===== src/rtl/mc_ctrl_pkg.sv =====
// Shared encodings for the multi-cycle controller: state codes, instruction
// fields, datapath select values and the decoded-instruction class bundle.
package mc_ctrl_pkg;

  localparam logic [3:0] S_FETCH    = 4'd0;
  localparam logic [3:0] S_DECODE   = 4'd1;
  localparam logic [3:0] S_EXEC     = 4'd2;
  localparam logic [3:0] S_ALU_WB   = 4'd3;
  localparam logic [3:0] S_MEM_ADDR = 4'd4;
  localparam logic [3:0] S_MEM_RD   = 4'd5;
  localparam logic [3:0] S_MEM_WB   = 4'd6;
  localparam logic [3:0] S_MEM_WR   = 4'd7;
  localparam logic [3:0] S_BRANCH   = 4'd8;

  localparam logic [5:0] OP_RTYPE = 6'b000000;
  localparam logic [5:0] OP_J     = 6'b000010;
  localparam logic [5:0] OP_JAL   = 6'b000011;
  localparam logic [5:0] OP_BEQ   = 6'b000100;
  localparam logic [5:0] OP_ORI   = 6'b001101;
  localparam logic [5:0] OP_LUI   = 6'b001111;
  localparam logic [5:0] OP_LW    = 6'b100011;
  localparam logic [5:0] OP_SW    = 6'b101011;

  localparam logic [5:0] FN_JR  = 6'b001000;
  localparam logic [5:0] FN_ADD = 6'b100000;
  localparam logic [5:0] FN_SUB = 6'b100010;

  localparam logic [1:0] NPC_PC4 = 2'b00;
  localparam logic [1:0] NPC_BR  = 2'b01;
  localparam logic [1:0] NPC_J   = 2'b10;
  localparam logic [1:0] NPC_JR  = 2'b11;

  localparam logic [1:0] ALU_ADD = 2'b00;
  localparam logic [1:0] ALU_SUB = 2'b01;
  localparam logic [1:0] ALU_OR  = 2'b10;
  localparam logic [1:0] ALU_LUI = 2'b11;

  localparam logic [1:0] DST_RT = 2'b00;
  localparam logic [1:0] DST_RD = 2'b01;
  localparam logic [1:0] DST_RA = 2'b10;

  localparam logic [1:0] WD_ALU  = 2'b00;
  localparam logic [1:0] WD_MEM  = 2'b01;
  localparam logic [1:0] WD_LINK = 2'b10;

  // Exactly one bit is set for any opcode/funct; nop covers every unknown encoding.
  typedef struct packed {
    logic nop;
    logic j;
    logic jal;
    logic jr;
    logic add;
    logic sub;
    logic ori;
    logic lui;
    logic lw;
    logic sw;
    logic beq;
  } iclass_t;

  typedef struct packed {
    logic       pc_we;
    logic [1:0] npc_sel;
    logic       ir_we;
    logic       reg_we;
    logic [1:0] reg_dst;
    logic [1:0] wd_sel;
    logic       alu_src;
    logic [1:0] alu_op;
    logic       mem_we;
    logic       retire;
  } ctrl_t;

  // {alu_src, alu_op} for the ALU-class instructions; zero for anything else.
  function automatic logic [2:0] alu_sel(input iclass_t c);
    logic [2:0] r;
    r = 3'b000;
    if (c.add) r = {1'b0, ALU_ADD};
    if (c.sub) r = {1'b0, ALU_SUB};
    if (c.ori) r = {1'b1, ALU_OR};
    if (c.lui) r = {1'b1, ALU_LUI};
    return r;
  endfunction

endpackage


===== src/rtl/mc_decode.sv =====
// Combinational instruction classifier: opcode/funct to a one-hot class vector.
module mc_decode
  import mc_ctrl_pkg::*;
(
  input  logic [5:0] i_opcode,
  input  logic [5:0] i_funct,
  output iclass_t    o_class
);

  always_comb begin
    o_class = '0;
    case (i_opcode)
      OP_RTYPE: begin
        case (i_funct)
          FN_ADD:  o_class.add = 1'b1;
          FN_SUB:  o_class.sub = 1'b1;
          FN_JR:   o_class.jr  = 1'b1;
          default: o_class.nop = 1'b1;
        endcase
      end
      OP_J:    o_class.j   = 1'b1;
      OP_JAL:  o_class.jal = 1'b1;
      OP_BEQ:  o_class.beq = 1'b1;
      OP_ORI:  o_class.ori = 1'b1;
      OP_LUI:  o_class.lui = 1'b1;
      OP_LW:   o_class.lw  = 1'b1;
      OP_SW:   o_class.sw  = 1'b1;
      default: o_class.nop = 1'b1;
    endcase
  end

endmodule


===== src/rtl/mc_ctrl.sv =====
// Multi-cycle MIPS-subset control FSM with Moore outputs and a retire counter.
//
// state    | meaning
// FETCH    | load IR, PC <= PC+4
// DECODE   | classify; jumps, jr and nops finish here
// EXEC     | ALU operates on rs and rt/imm16
// ALU_WB   | write ALU result to GRF
// MEM_ADDR | form lw/sw address (base + imm16)
// MEM_RD   | data memory read
// MEM_WB   | write loaded data to rt
// MEM_WR   | data memory write
// BRANCH   | beq compare, PC <= target when zero
module mc_ctrl
  import mc_ctrl_pkg::*;
(
  input  logic        clk,
  input  logic        reset,
  input  logic [5:0]  opcode,
  input  logic [5:0]  funct,
  input  logic        zero,
  output logic        pc_we,
  output logic [1:0]  npc_sel,
  output logic        ir_we,
  output logic        reg_we,
  output logic [1:0]  reg_dst,
  output logic [1:0]  wd_sel,
  output logic        alu_src,
  output logic [1:0]  alu_op,
  output logic        mem_we,
  output logic        retire,
  output logic [31:0] retire_cnt,
  output logic [3:0]  state
);

  logic [3:0]  r_state;
  logic [31:0] r_retire_cnt;
  logic [3:0]  w_next;
  iclass_t     w_class;
  ctrl_t       w_ctrl;
  ctrl_t       w_out;
  logic [2:0]  w_alu;

  mc_decode u_decode (
    .i_opcode (opcode),
    .i_funct  (funct),
    .o_class  (w_class)
  );

  assign w_alu = alu_sel(w_class);

  always_comb begin
    w_next = S_FETCH;
    case (r_state)
      S_FETCH:  w_next = S_DECODE;
      S_DECODE: begin
        if (w_class.add || w_class.sub || w_class.ori || w_class.lui)
          w_next = S_EXEC;
        else if (w_class.lw || w_class.sw)
          w_next = S_MEM_ADDR;
        else if (w_class.beq)
          w_next = S_BRANCH;
        else
          w_next = S_FETCH;
      end
      S_EXEC:     w_next = S_ALU_WB;
      S_ALU_WB:   w_next = S_FETCH;
      S_MEM_ADDR: w_next = w_class.lw ? S_MEM_RD : S_MEM_WR;
      S_MEM_RD:   w_next = S_MEM_WB;
      S_MEM_WB:   w_next = S_FETCH;
      S_MEM_WR:   w_next = S_FETCH;
      S_BRANCH:   w_next = S_FETCH;
      default:    w_next = S_FETCH;
    endcase
  end

  always_comb begin
    w_ctrl = '0;
    case (r_state)
      S_FETCH: begin
        w_ctrl.ir_we   = 1'b1;
        w_ctrl.pc_we   = 1'b1;
        w_ctrl.npc_sel = NPC_PC4;
      end
      S_DECODE: begin
        if (w_class.j || w_class.jal) begin
          w_ctrl.pc_we   = 1'b1;
          w_ctrl.npc_sel = NPC_J;
          w_ctrl.retire  = 1'b1;
        end
        if (w_class.jal) begin
          w_ctrl.reg_we  = 1'b1;
          w_ctrl.reg_dst = DST_RA;
          w_ctrl.wd_sel  = WD_LINK;
        end
        if (w_class.jr) begin
          w_ctrl.pc_we   = 1'b1;
          w_ctrl.npc_sel = NPC_JR;
          w_ctrl.retire  = 1'b1;
        end
        if (w_class.nop)
          w_ctrl.retire = 1'b1;
      end
      S_EXEC: begin
        w_ctrl.alu_src = w_alu[2];
        w_ctrl.alu_op  = w_alu[1:0];
      end
      S_ALU_WB: begin
        w_ctrl.alu_src = w_alu[2];
        w_ctrl.alu_op  = w_alu[1:0];
        w_ctrl.reg_we  = 1'b1;
        w_ctrl.wd_sel  = WD_ALU;
        w_ctrl.reg_dst = (w_class.add || w_class.sub) ? DST_RD : DST_RT;
        w_ctrl.retire  = 1'b1;
      end
      S_MEM_ADDR, S_MEM_RD: begin
        w_ctrl.alu_op  = ALU_ADD;
        w_ctrl.alu_src = 1'b1;
      end
      S_MEM_WB: begin
        w_ctrl.reg_we  = 1'b1;
        w_ctrl.reg_dst = DST_RT;
        w_ctrl.wd_sel  = WD_MEM;
        w_ctrl.retire  = 1'b1;
      end
      S_MEM_WR: begin
        w_ctrl.mem_we  = 1'b1;
        w_ctrl.alu_op  = ALU_ADD;
        w_ctrl.alu_src = 1'b1;
        w_ctrl.retire  = 1'b1;
      end
      S_BRANCH: begin
        w_ctrl.alu_op  = ALU_SUB;
        w_ctrl.alu_src = 1'b0;
        w_ctrl.pc_we   = zero;
        w_ctrl.npc_sel = NPC_BR;
        w_ctrl.retire  = 1'b1;
      end
      default: w_ctrl = '0;
    endcase
  end

  // Reset masks every output immediately so an abandoned instruction writes nothing.
  assign w_out = reset ? '0 : w_ctrl;

  assign pc_we      = w_out.pc_we;
  assign npc_sel    = w_out.npc_sel;
  assign ir_we      = w_out.ir_we;
  assign reg_we     = w_out.reg_we;
  assign reg_dst    = w_out.reg_dst;
  assign wd_sel     = w_out.wd_sel;
  assign alu_src    = w_out.alu_src;
  assign alu_op     = w_out.alu_op;
  assign mem_we     = w_out.mem_we;
  assign retire     = w_out.retire;
  assign retire_cnt = r_retire_cnt;
  assign state      = reset ? S_FETCH : r_state;

  always_ff @(posedge clk) begin
    if (reset) begin
      r_state      <= S_FETCH;
      r_retire_cnt <= 32'd0;
    end else begin
      r_state <= w_next;
      if (w_out.retire)
        r_retire_cnt <= r_retire_cnt + 32'd1;
    end
  end

endmodule


===== config.mk =====
export PLATFORM = sky130hd
export DESIGN_NAME = mc_ctrl
export DESIGN_NICKNAME = d
export VERILOG_FILES = /design/src/rtl/mc_ctrl_pkg.sv /design/src/rtl/mc_decode.sv /design/src/rtl/mc_ctrl.sv
export SDC_FILE = /design/constraint.sdc
export NUM_CORES = 1
export LEC_CHECK = 0
export CAP_MARGIN = 10
export CORE_MARGIN = 2
export CORE_UTILIZATION = 30
export CTS_BUF_LIST = sky130_fd_sc_hd__clkbuf_16
export DETAILED_ROUTE_END_ITERATION = 16
export GPL_TIMING_DRIVEN = 0
export SETUP_SLACK_MARGIN = 0.3
export SYNTH_ARGS = -nofsm -noshare
export SYNTH_HDL_FRONTEND = slang
export SYNTH_SLANG_ARGS = --single-unit
export TNS_END_PERCENT = 100

===== constraint.sdc =====
create_clock -name clk -period 2.23 [get_ports clk]
set_input_delay 0.223 -clock clk [delete_from_list [all_inputs] [get_ports clk]]
set_output_delay 0.223 -clock clk [all_outputs]
set_load 0.02 [all_outputs]

# Word level (Yosys, flattened, before mapping)

Cells that the tools add are included.

Register bits: 36
Bits of input ports: 15
Output and inout port bits: 50
Word-level logic and storage cells: 69

Add/subtract/negate cells: 1
Equality and inequality tests: 18
Mux-type cells: 36
Reduce and logical (&&, ||, !) cells: 12

Operators by type and width:

| operator              | count |
|---|---|
| $add 32x1->32 const B | 1 |
| $eq 6x6->1 const B    | 4 |
| $pmux 4 s5            | 1 |
| $eq 6x4->1 const B    | 3 |
| $mux 1                | 18 |
| $pmux 3 s3            | 2 |
| $eq 4x3->1 const B    | 4 |
| $mux 4                | 4 |
| $mux 3                | 5 |
| $pmux 5 s3            | 1 |
| $mux 14               | 1 |
| $eq 6x2->1 const B    | 2 |
| $eq 4x2->1 const B    | 2 |
| $reduce_or 7->1       | 1 |
| $eq 6x3->1 const B    | 1 |
| $logic_not 6->1       | 1 |
| $reduce_or 3->1       | 2 |
| $logic_or 1x1->1      | 5 |
| $mux 5                | 1 |
| $eq 4x1->1 const B    | 1 |
| $eq 4x4->1 const B    | 1 |
| $logic_not 4->1       | 1 |
| $pmux 1 s2            | 2 |
| $reduce_or 4->1       | 1 |
| other kinds (2)       | 2 |

# Longest topological paths before layout

Gate-level depths: netlist of the first run.

Depth after elaboration: 8
Mapped depth: 8
Gate-level depth less buffers: 6

# By module

Synthesis of the first run repeated with hierarchy kept, for this count alone.

Cell total of the unflattened synthesis: 303
Area, all modules: 2,379.8 sq um

Modules (own cells, without submodules):

| module    | instances | cells each | area an instance (sq um) | seq. area each (sq um) |
|---|---|---|---|---|
| mc_ctrl   | 1         | 273        | 2,179.6                  | 720.7 |
| mc_decode | 1         | 30         | 200.2                    | 0.0 |

# Worst setup path before layout of the first run

Ideal clock, no wire load.

Path type: input -> output
Start: input opcode[4]
End: output retire
Arrival: 2.083 ns
Required time: 2.007 ns
Path slack: -0.076 ns
Stages on the path: 6
Path buffers: 2
Cells stage by stage: or4_1 -> or2_1 -> o221a_4 -> buf_2 -> clkbuf_1 -> nor3_1

Longest elaborated chain between the ends: 8
Elaborated cells on any way between the ends: 19
Those cells by class: 7 x eq/ne; 9 x mux; 3 x reduce/logical

RTL lines:

| element            | RTL line        | text |
|---|---|---|
| start: declaration | mc_ctrl.sv:18   | `input logic [5:0] opcode,` |
| $eq 6x2->1         | mc_decode.sv:12 | `case (i_opcode)` |
| $mux 1             | mc_decode.sv:12 |  |
| $logic_or 1x1->1   | mc_ctrl.sv:85   | `if (w_class.j \|\| w_class.jal) begin` |
| $mux 1             | mc_ctrl.sv:85   |  |
| $mux 1             | mc_ctrl.sv:95   | `if (w_class.jr) begin` |
| $mux 1 (*)         | mc_ctrl.sv:100  | `if (w_class.nop)` |
| $pmux 1 s2 (*)     | mc_ctrl.sv:78   | `case (r_state)` |
| $mux 14 (*)        | mc_ctrl.sv:143  | `assign w_out = reset ? '0 : w_ctrl;` |
| end: declaration   | mc_ctrl.sv:30   | `output logic retire,` |

Every way passes the cells marked *; elsewhere a longest branch is shown, timed or not.

# Worst setup path after layout of the first run

Ends and elaborated chain as after synthesis.

==> results of run 1 <==
## routing by layer
metal  part of all wire (%)  vias to the layer above
met3                    6.1                       12
li1                       -                     1313
met4                    1.2                        0
met2                     48                      107
met1                     45                     1344
met5                      0                        -
## kinds of logic after synthesis
logic type / synth area share, %
simple gates: 36.3
compound gates: 21.6
flops: 32.1
buf+inv: 5.97
mux: 3.12
xor+xnor: 0.390
fa+ha+maj: 0.558
## timing repair
| action | in CTS | in global routing |
|---|---|---|
| gates cloned | 2 | 2 |
| pin swaps | 23 | 25 |
| setup endpoints to repair | 50 | 45 |
| buffers inserted | 22 | 9 |
| resized for setup | 164 | 94 |
## cells in the mapped netlist (all sizes together), types with 2 or more instances
cell | instances | area [µm²]
dfxtp | 36 | 721
nor2 | 20 | 75.1
nor4b | 4 | 35.0
nor2b | 9 | 56.3
and3 | 3 | 18.8
o21bai | 2 | 15.0
o31ai | 22 | 165
nand2 | 18 | 67.6
o21ai | 6 | 30.0
nor3 | 8 | 40.0
nand2b | 2 | 12.5
nand3 | 16 | 80.1
mux2 | 5 | 60.1
nor4 | 7 | 43.8
or4 | 22 | 169
o41ai | 3 | 26.3
or4b | 3 | 30.0
inv | 8 | 30.0
clkbuf | 15 | 56.3
or2 | 5 | 31.3
nand4 | 11 | 68.8
a21oi | 29 | 145
buf | 7 | 47.6
or3 | 7 | 43.8
and4 | 2 | 17.5
## worst max-delay path, stage by stage
cell and delay (ps):
buf_6 110, or4_4 520, or2_4 260, o221a_4 290, buf_8 140, clkbuf_16 160, nor3_4 110, buf_6 130
## stage by stage
step	util, %	instance area [µm²]	setup TNS [ps]
3_3_place_gp	42.9	3110	-21910
4_1_cts	50.8	3680	0
3_5_place_dp	42.9	3110	-22150
2_1_floorplan	-	2350	0
6_report	56.2	4080	0
5_1_grt	56.2	4080	0
## registers in the layout, summed over array words and instances (netlist names)
register    cells
r_state         4
retire_cnt     32
## layout make-up
cell class              instances  area, µm²
fillers                       665       3180
multi-input cells             221       1830
repair buffers                 99        945
flip-flops and latches         36        741
plain buffers                  22        241
clock buffers                   5        125
well taps                      99        124
clock inverters                 3       38.8
inverters                       8       30.0
## how the worst max path moves through the flow
stage	from	endpoint	slack, ps	cells after the start
after floorplan	opcode[4]	retire_cnt[8]$_SDFFE_PP0P_	90	5
after global placement	opcode[4]	retire	-970	8
after detailed placement	opcode[4]	retire	-960	8
after CTS	r_state[2]$_SDFF_PP0_	retire	80	7
after global routing	r_state[2]$_SDFF_PP0_	retire	40	8
final	opcode[4]	retire	60	8
## power groups by stage
stage | clock network [mW] | logic (mW) | registers [mW]
3_5_place_dp | 0 | 0.170 | 0.668
3_3_place_gp | 0 | 0.170 | 0.668
4_1_cts | 0.798 | 0.211 | 0.656
5_1_grt | 0.838 | 0.268 | 0.657
2_1_floorplan | 0 | 0.0912 | 0.670
6_report | 0.797 | 0.253 | 0.657
==> flow_summary.yaml, run 1 <==
flow_run:
  cap_violations: 0
synth:
  synth-edff-count: 0
  ys_seq_area_share_pct: 32.1
  synth_nets: 303
  synth.distinct_cells: 49
  synth_flop_cell: "dfxtp_1"
  async_flop_share_pct: 0
  avgSynthCellArea_um2: 7.82
  ys.warnings.count: 0
  syn_area_um2: 2240
  syn_inst: 287
  yosys_register_bits: 36
placed_design:
  port-buffer-count: 64
  place_congestion: 0.862
  dp_cells: 450
  place_ws_ps: -963
  hpwl_mm: 5.01
floorplanning:
  floorplan.die_area_um2: 8190
  fp.coreArea_um2: 7250
  pin_count: 65
  die_h_um: 90.5
  chipWidth_um: 90.5
  rows: 31
  initial_core_util_pct: 30.9
worst_setup_path:
  endpoint_kind: "output pin"
  worstSetupStartpointType: "primary input"
  arrival_ps: 1940
  cp_max_fo: 10
  ff2ff_path_depth: 8
  reg2reg_slack_ps: 150
  crit_type: "primary input to output pin"
  worstReg2RegStart: "r_state[2]$_SDFF_PP0_"
  cp.required_ps: 2010
  rr_endpoint: "retire_cnt[8]$_SDFFE_PP0P_"
cts:
  ctsHoldBuffers: 0
  clkSinkCount: 36
  cts_buffers: 5
  clockBufferDepth: 2
  path_clk_slew_ps: 50
  cts_tree: "built"
  clk_latency_ps: 280
  htreeDepth: 2
  root_buffer: "clkbuf_16"
power_and_ir_drop:
  vdd_ir_drop_max_uv: 276
  internal-power_mw: 1.29
  leakage_nw: 1.42
  p_sw_share_pct: 24.4
  power_density_nw_per_um2: 419
  clock_power_share_pct: 46.7
  sequentialPowerShare_pct: 38.5
  finalPower_mw: 1.71
  combPwrFrac_pct: 14.8
  switching_power_mw: 0.416
final_layout:
  post_route_cells_drive_above_1_share_pct: 45.9
  antenna_cells: 0
  final_cell_mix: "clkdlybuf4s50_1, buf_4, buf_6"
  nets: 409
  areaGrowthSynthToFinish_pct: 81.8
  final_common_cell: "clkdlybuf4s50_1"
  stdcell_count: 493
timing:
  maxSlewViolCount: 0
  max_freq_mhz: 462
  setup_slack_ps: 64.6
  final-setup-viol-count: 0
  worstMarginPinSlew_ps: 643
  rsz0062_at_grt: "true"
  slew_headroom_pct: 57.1
  min_period_ps: 2170
  clock_skew_ps: 7.37
  post-route-period-util_pct: 97.1
  final_hold_viol_count: 0
  holdWs_ps: 138
grt:
  met3_usage_pct: 5.34
  overflow: 0
  grt_use_met1_pct: 25.0
  grt_start_max_net_pins: 12
  grt_pass1_vias: 2617
  grt_use_met2_pct: 29.7
  grt_usage_pct: 18.8
  antenna_found_initial: 0
  grt_pass1_wl_mm: 12.8
  busiest_layer: "met2"
status:
  status: "finished, final reports clean"
hold_path:
  hold_end: "r_state[3]$_SDFF_PP0_"
  hp-class: "primary input to flip-flop"
  min_path_cells: 2
  min-delay-start: "opcode[3]"
detailed_routing:
  drt_iter0_drc: 150
  routed_wl_mm: 8.39
  drc: 0
  vias: 2776
  drt_first_pass_iters: 4
  vias_per_cell: 5.63
  ant_nets: 0
  wire_per_inst_um: 17.0
No activity file was read; power rests on OpenSTA's default activity.
==> inputs of run 2 (changes only) <==
Settings changed: CTS_BUF_LIST sky130_fd_sc_hd__clkbuf_16 to unset, SLEW_MARGIN set to 25.
==> run 2 against run 1 <==
  * Power shrank 12%
  * Sequential share of layout area shrank 0.091 points
  * Global-route usage shrank 0.11 points
  * First-iteration DRC count shrank 15%
  * Die area is the same
  * Largest power group is now registers
  * Highest routed layer unchanged
==> flow_summary.yaml, run 2 (synthesis gave the netlist of run 1 again) <==
floorplanning:
  pin_count: 65
  rows: 31
  die_h_um: 90.5
  initial_core_util_pct: 30.9
  fp.coreArea_um2: 7250
  chipWidth_um: 90.5
  floorplan.die_area_um2: 8190
detailed_routing:
  drt_first_pass_iters: 4
  met3WireLength_um: 468
  wire_per_inst_um: 17.0
  vias: 2786
  highest_layer: "met4"
  ant_nets: 0
  drc: 0
  drt_iter0_drc: 127
  vias_per_cell: 5.62
  wl_met1_mm: 3.90
  wl_met2_mm: 3.97
  routed_wl_mm: 8.44
power_and_ir_drop:
  leakage_nw: 1.43
  p_sw_share_pct: 26.4
  vdd_ir_drop_max_uv: 233
  combPwrFrac_pct: 17.6
  clock_power_share_pct: 38.9
  sequentialPowerShare_pct: 43.4
  internal-power_mw: 1.11
  power_density_nw_per_um2: 365
  switching_power_mw: 0.396
worst_setup_path:
  ff2ff_path_depth: 9
  path_common_cell: "or4_4"
  worstReg2RegStart: "r_state[2]$_SDFF_PP0_"
  cp-startpoint: "opcode[3]"
  endpoint: "retire_cnt[8]$_SDFFE_PP0P_"
  endpoint_kind: "flip-flop"
  arrival_ps: 2380
  slowest_stage: "or4_4"
  crit_type: "primary input to flip-flop"
  cp.required_ps: 2410
  crit_chain: "buf_4 -> or4_4 -> or2_4 -> o221a_4 -> buf_6 -> buf_8 -> or4_4 -> mux2_4"
  cp_max_fo: 7
  crit_path_max_incr_delay_ps: 480
  reg2reg_slack_ps: 50
  rr_endpoint: "retire_cnt[8]$_SDFFE_PP0P_"
  worstSetupStartpointType: "primary input"
timing:
  holdWs_ps: 169
  final_hold_viol_count: 0
  worstMarginPinSlew_ps: 689
  maxSlewViolCount: 0
  setup_tns_ps: 0
  final-setup-viol-count: 0
  post-route-period-util_pct: 98.7
  min_period_ps: 2200
  setup_slack_ps: 28.2
  slew_headroom_pct: 54.1
  rsz0062_at_grt: "true"
  clock_skew_ps: 12.6
  max_freq_mhz: 454
placed_design:
  place_ws_ps: -963
  dpl_cell_area_um2: 3110
  dp_cells: 450
  port-buffer-count: 64
  hpwl_mm: 5.01
  place_congestion: 0.862
grt:
  overflow: 0
  grt_usage_pct: 18.7
  antenna_found_initial: 0
  grt_pass1_wl_mm: 12.7
  grt_start_max_net_pins: 12
  grt_pass1_vias: 2601
final_layout:
  final_common_cell: "clkdlybuf4s50_1"
  final_cell_mix: "clkdlybuf4s50_1, buf_4, buf_6, dfxtp_1, o31ai_1"
  nets: 412
  seq_area_um2: 744
  multi_input_area_um2: 1850
  largest_reg_flops: 32
  areaGrowthSynthToFinish_pct: 83.6
  antenna_cells: 0
  fill_cells: 659
  post_route_cells_drive_above_1_share_pct: 46.1
  stdcell_count: 496
  fin_area_um2: 4120
cts:
  htreeDepth: 2
  clk_latency_ps: 300
  clockBufferDepth: 2
  clkSinkCount: 36
  cts_buffers: 5
  ctsHoldBuffers: 0
  path_clk_slew_ps: 70
  root_buffer: "clkbuf_8"
  cts_tree: "built"
hold_path:
  hp-class: "primary input to flip-flop"
flow_run:
  cap_violations: 0
status:
  status: "finished, final reports clean"
## run 2: changes by cell type in the layout (fill, tap and decap cells not counted), sizes merged
cell | before | now
clkbuf | 18 | 21
clkdlybuf4s50 | 36 | 35
inv | 9 | 8
buf | 63 | 64
dlymetal6s2s | 1 | 2
## run 2: critical path, delay by kind of cell
family          cells  cell delay (ps)
mux                 1              310
simple gates        3             1160
compound gates      1              280
buf+inv             3              400
## run 2: layout make-up
class	count	area share, %
Buffer	22	6.08
Timing Repair Buffer	102	24.5
Sequential cell	36	18.1
Clock buffer	6	1.76
Clock inverter	2	0.851
Multi-Input combinational cell	221	45.0
Tap cell	99	3.01
Inverter	8	0.729
## run 2: through the flow
step	utilization [%]	power, mW
6_report	56.8	1.50
5_1_grt	56.8	1.56
4_1_cts	50.6	1.46
3_5_place_dp	42.9	0.838
3_3_place_gp	42.9	0.839
2_1_floorplan	-	0.761
## run 2: timing repair
action | CTS | global route
pin swaps | 25 | 28
cloned | 3 | 2
setup buffers | 21 | 12
endpoints found under the setup margin | 50 | 45
gates resized for setup | 168 | 96
## run 2: worst min path at each step
stage / startpoint / cells past startpoint / slack, ps / endpoint
final: opcode[3] / 2 / 170 / r_state[3]$_SDFF_PP0_
after global routing: opcode[3] / 2 / 170 / r_state[3]$_SDFF_PP0_
after CTS: opcode[3] / 2 / 140 / r_state[3]$_SDFF_PP0_
after detailed placement: retire_cnt[31]$_SDFFE_PP0P_ / 2 / 490 / retire_cnt[31]$_SDFFE_PP0P_
after global placement: retire_cnt[22]$_SDFFE_PP0P_ / 2 / 490 / retire_cnt[22]$_SDFFE_PP0P_
after floorplan: opcode[3] / 1 / 300 / r_state[3]$_SDFF_PP0_
## run 2: power by group through the flow
stage	logic [mW]	clock network (mW)	registers (mW)
floorplan	0.0912	0	0.670
global placement	0.170	0	0.668
detailed placement	0.170	0	0.668
CTS	0.218	0.587	0.654
global route	0.280	0.631	0.653
finish	0.265	0.585	0.653
## run 2: metal layers
metal  global-route usage (%)  up-vias
met5                        0        -
met4                     4.23        0
met3                     5.09       15
met2                     29.4      104
met1                     25.4     1344
li1                         -     1323
==> inputs of run 3 (changes only) <==
Settings changed: CELL_PAD_IN_SITES_DETAIL_PLACEMENT set to 0, CELL_PAD_IN_SITES_GLOBAL_PLACEMENT set to 1, PLACE_DENSITY_LB_ADDON set to 0.1.
Clock period 2.23 ns to 1.88 ns, I/O delays scaled along.
==> run 3 against run 2 <==
  * The flow now finishes with violations (setup timing)
  * Clock skew down 5.0 ps
  * Cell area grew 6.7%
  * Register-to-register slack lost 270 ps
  * Critical path type is now flip-flop to output pin
  * Largest power group unchanged
==> flow_summary.yaml, run 3 (synthesis gave the netlist of run 1 again) <==
status:
  status: "finished with violations"
  violations: "setup timing"
placed_design:
  place_ws_ps: -1260
  place_congestion: 0.817
  hpwl_mm: 5.33
  port-buffer-count: 64
floorplanning:
  initial_core_util_pct: 30.9
  rows: 31
  pin_count: 65
  floorplan.die_area_um2: 8190
  chipWidth_um: 90.5
  die_h_um: 90.5
  fp.coreArea_um2: 7250
worst_setup_path:
  endpoint: "retire"
  worstSetupStartpointType: "flip-flop"
  rr_endpoint: "retire_cnt[23]$_SDFFE_PP0P_"
  cp_max_fo: 10
  ff2ff_path_depth: 6
  crit_type: "flip-flop to output pin"
  worstReg2RegStart: "retire_cnt[3]$_SDFFE_PP0P_"
  cp-startpoint: "r_state[2]$_SDFF_PP0_"
  endpoint_kind: "output pin"
  reg2reg_slack_ps: -220
  cp.required_ps: 1690
  arrival_ps: 1920
final_layout:
  fin_util_pct: 60.6
  final_cell_mix: "buf_4, buf_6, clkdlybuf4s50_1"
  antenna_cells: 0
  seq_area_um2: 747
  fill_cells: 676
  final_common_cell: "buf_4"
  multi_input_area_um2: 1980
  largest_reg_flops: 32
  areaGrowthSynthToFinish_pct: 95.8
  nets: 427
  post_route_cells_drive_above_1_share_pct: 54.0
timing:
  rsz0062_at_grt: "true"
  max_freq_mhz: 475
  final-setup-viol-count: 39
  setup_slack_ps: -226
  holdWs_ps: 103
  slew_headroom_pct: 55.7
  min_period_ps: 2110
  final_hold_viol_count: 0
  post-route-period-util_pct: 112
  clock_skew_ps: 7.67
  maxSlewViolCount: 0
  worstMarginPinSlew_ps: 664
cts:
  cts_buffers: 5
  path_clk_slew_ps: 70
  htreeDepth: 2
  clockBufferDepth: 2
  clkSinkCount: 36
  cts_tree: "built"
  clk_latency_ps: 300
  root_buffer: "clkbuf_8"
power_and_ir_drop:
  sequentialPowerShare_pct: 46.4
  power_density_nw_per_um2: 381
  internal-power_mw: 1.20
  leakage_nw: 1.65
  switching_power_mw: 0.478
  finalPower_mw: 1.68
  vdd_ir_drop_max_uv: 270
  combPwrFrac_pct: 20.9
  clock_power_share_pct: 32.7
  p_sw_share_pct: 28.5
grt:
  grt_pass1_wl_mm: 13.5
  overflow: 0
  grt_pass1_vias: 2651
  grt_usage_pct: 20.0
  antenna_found_initial: 0
  grt_start_max_net_pins: 11
detailed_routing:
  drt_first_pass_iters: 4
  drt_iter0_drc: 103
  wire_per_inst_um: 17.0
  drc: 0
  routed_wl_mm: 8.68
  vias_per_cell: 5.45
  ant_nets: 0
  vias: 2782
hold_path:
  min_path_cells: 2
  hp-class: "primary input to flip-flop"
flow_run:
  cap_violations: 0
## run 3: how the worst min path moves through the flow
stage / startpoint / end / slack (ps)
final: opcode[3] / r_state[3]$_SDFF_PP0_ / 100
after global routing: opcode[3] / r_state[3]$_SDFF_PP0_ / 100
after CTS: opcode[3] / r_state[3]$_SDFF_PP0_ / 110
after detailed placement: retire_cnt[22]$_SDFFE_PP0P_ / retire_cnt[22]$_SDFFE_PP0P_ / 480
after global placement: retire_cnt[22]$_SDFFE_PP0P_ / retire_cnt[22]$_SDFFE_PP0P_ / 480
after floorplan: opcode[3] / r_state[3]$_SDFF_PP0_ / 270
## run 3: area by class of cell
class | count | share of cell area, %
sequential | 36 | 17.0
multi-input combinational | 221 | 45.0
clock inverter | 1 | 0.114
buffer | 22 | 6.75
inverter | 8 | 0.741
tap | 99 | 2.82
clock buffer | 6 | 1.65
timing repair buffer | 117 | 25.9
## run 3: through the flow
step	TNS, ps	area, µm²	cells
global route	-8380	4390	510
global placement	-38160	3190	450
finish	-4000	4390	510
CTS	-4150	3860	485
detailed placement	-37750	3190	450
floorplan	-3470	2420	287
## run 3: metal layers
metal	GRT usage, %	vias to the layer above	part of all wire, %	routed length (µm)
met4	5.64	0	1.1	93
met1	27.3	1329	44	3840
met5	0	-	0	0
met2	32.6	89	48	4200
li1	-	1355	-	-
met3	3.34	9	6.3	549
## run 3: repair_timing
action / CTS / global route
buffers inserted: 26 / 21
hold buffers: 0 / 0
pin swaps: 24 / 33
setup endpoints to repair: 54 / 58
resized for setup: 223 / 105
endpoints found under the hold margin: 0 / 0
gates cloned: 2 / 4
## run 3: power groups by stage
stage	clock, mW	combinational, mW	sequential [mW]
after global routing	0.585	0.371	0.778
final	0.548	0.350	0.777
after detailed placement	0	0.215	0.793
after global placement	0	0.215	0.793
after floorplan	0	0.116	0.795
after CTS	0.556	0.301	0.777
## run 3: critical path: stages, from the launching register on
cell,delay (ps)
dfxtp_2,320
buf_8,130
buf_4,130
mux2i_2,170
o21ba_4,210
clkbuf_8,180
clkbuf_16,190
nor3_4,160
buf_6,130
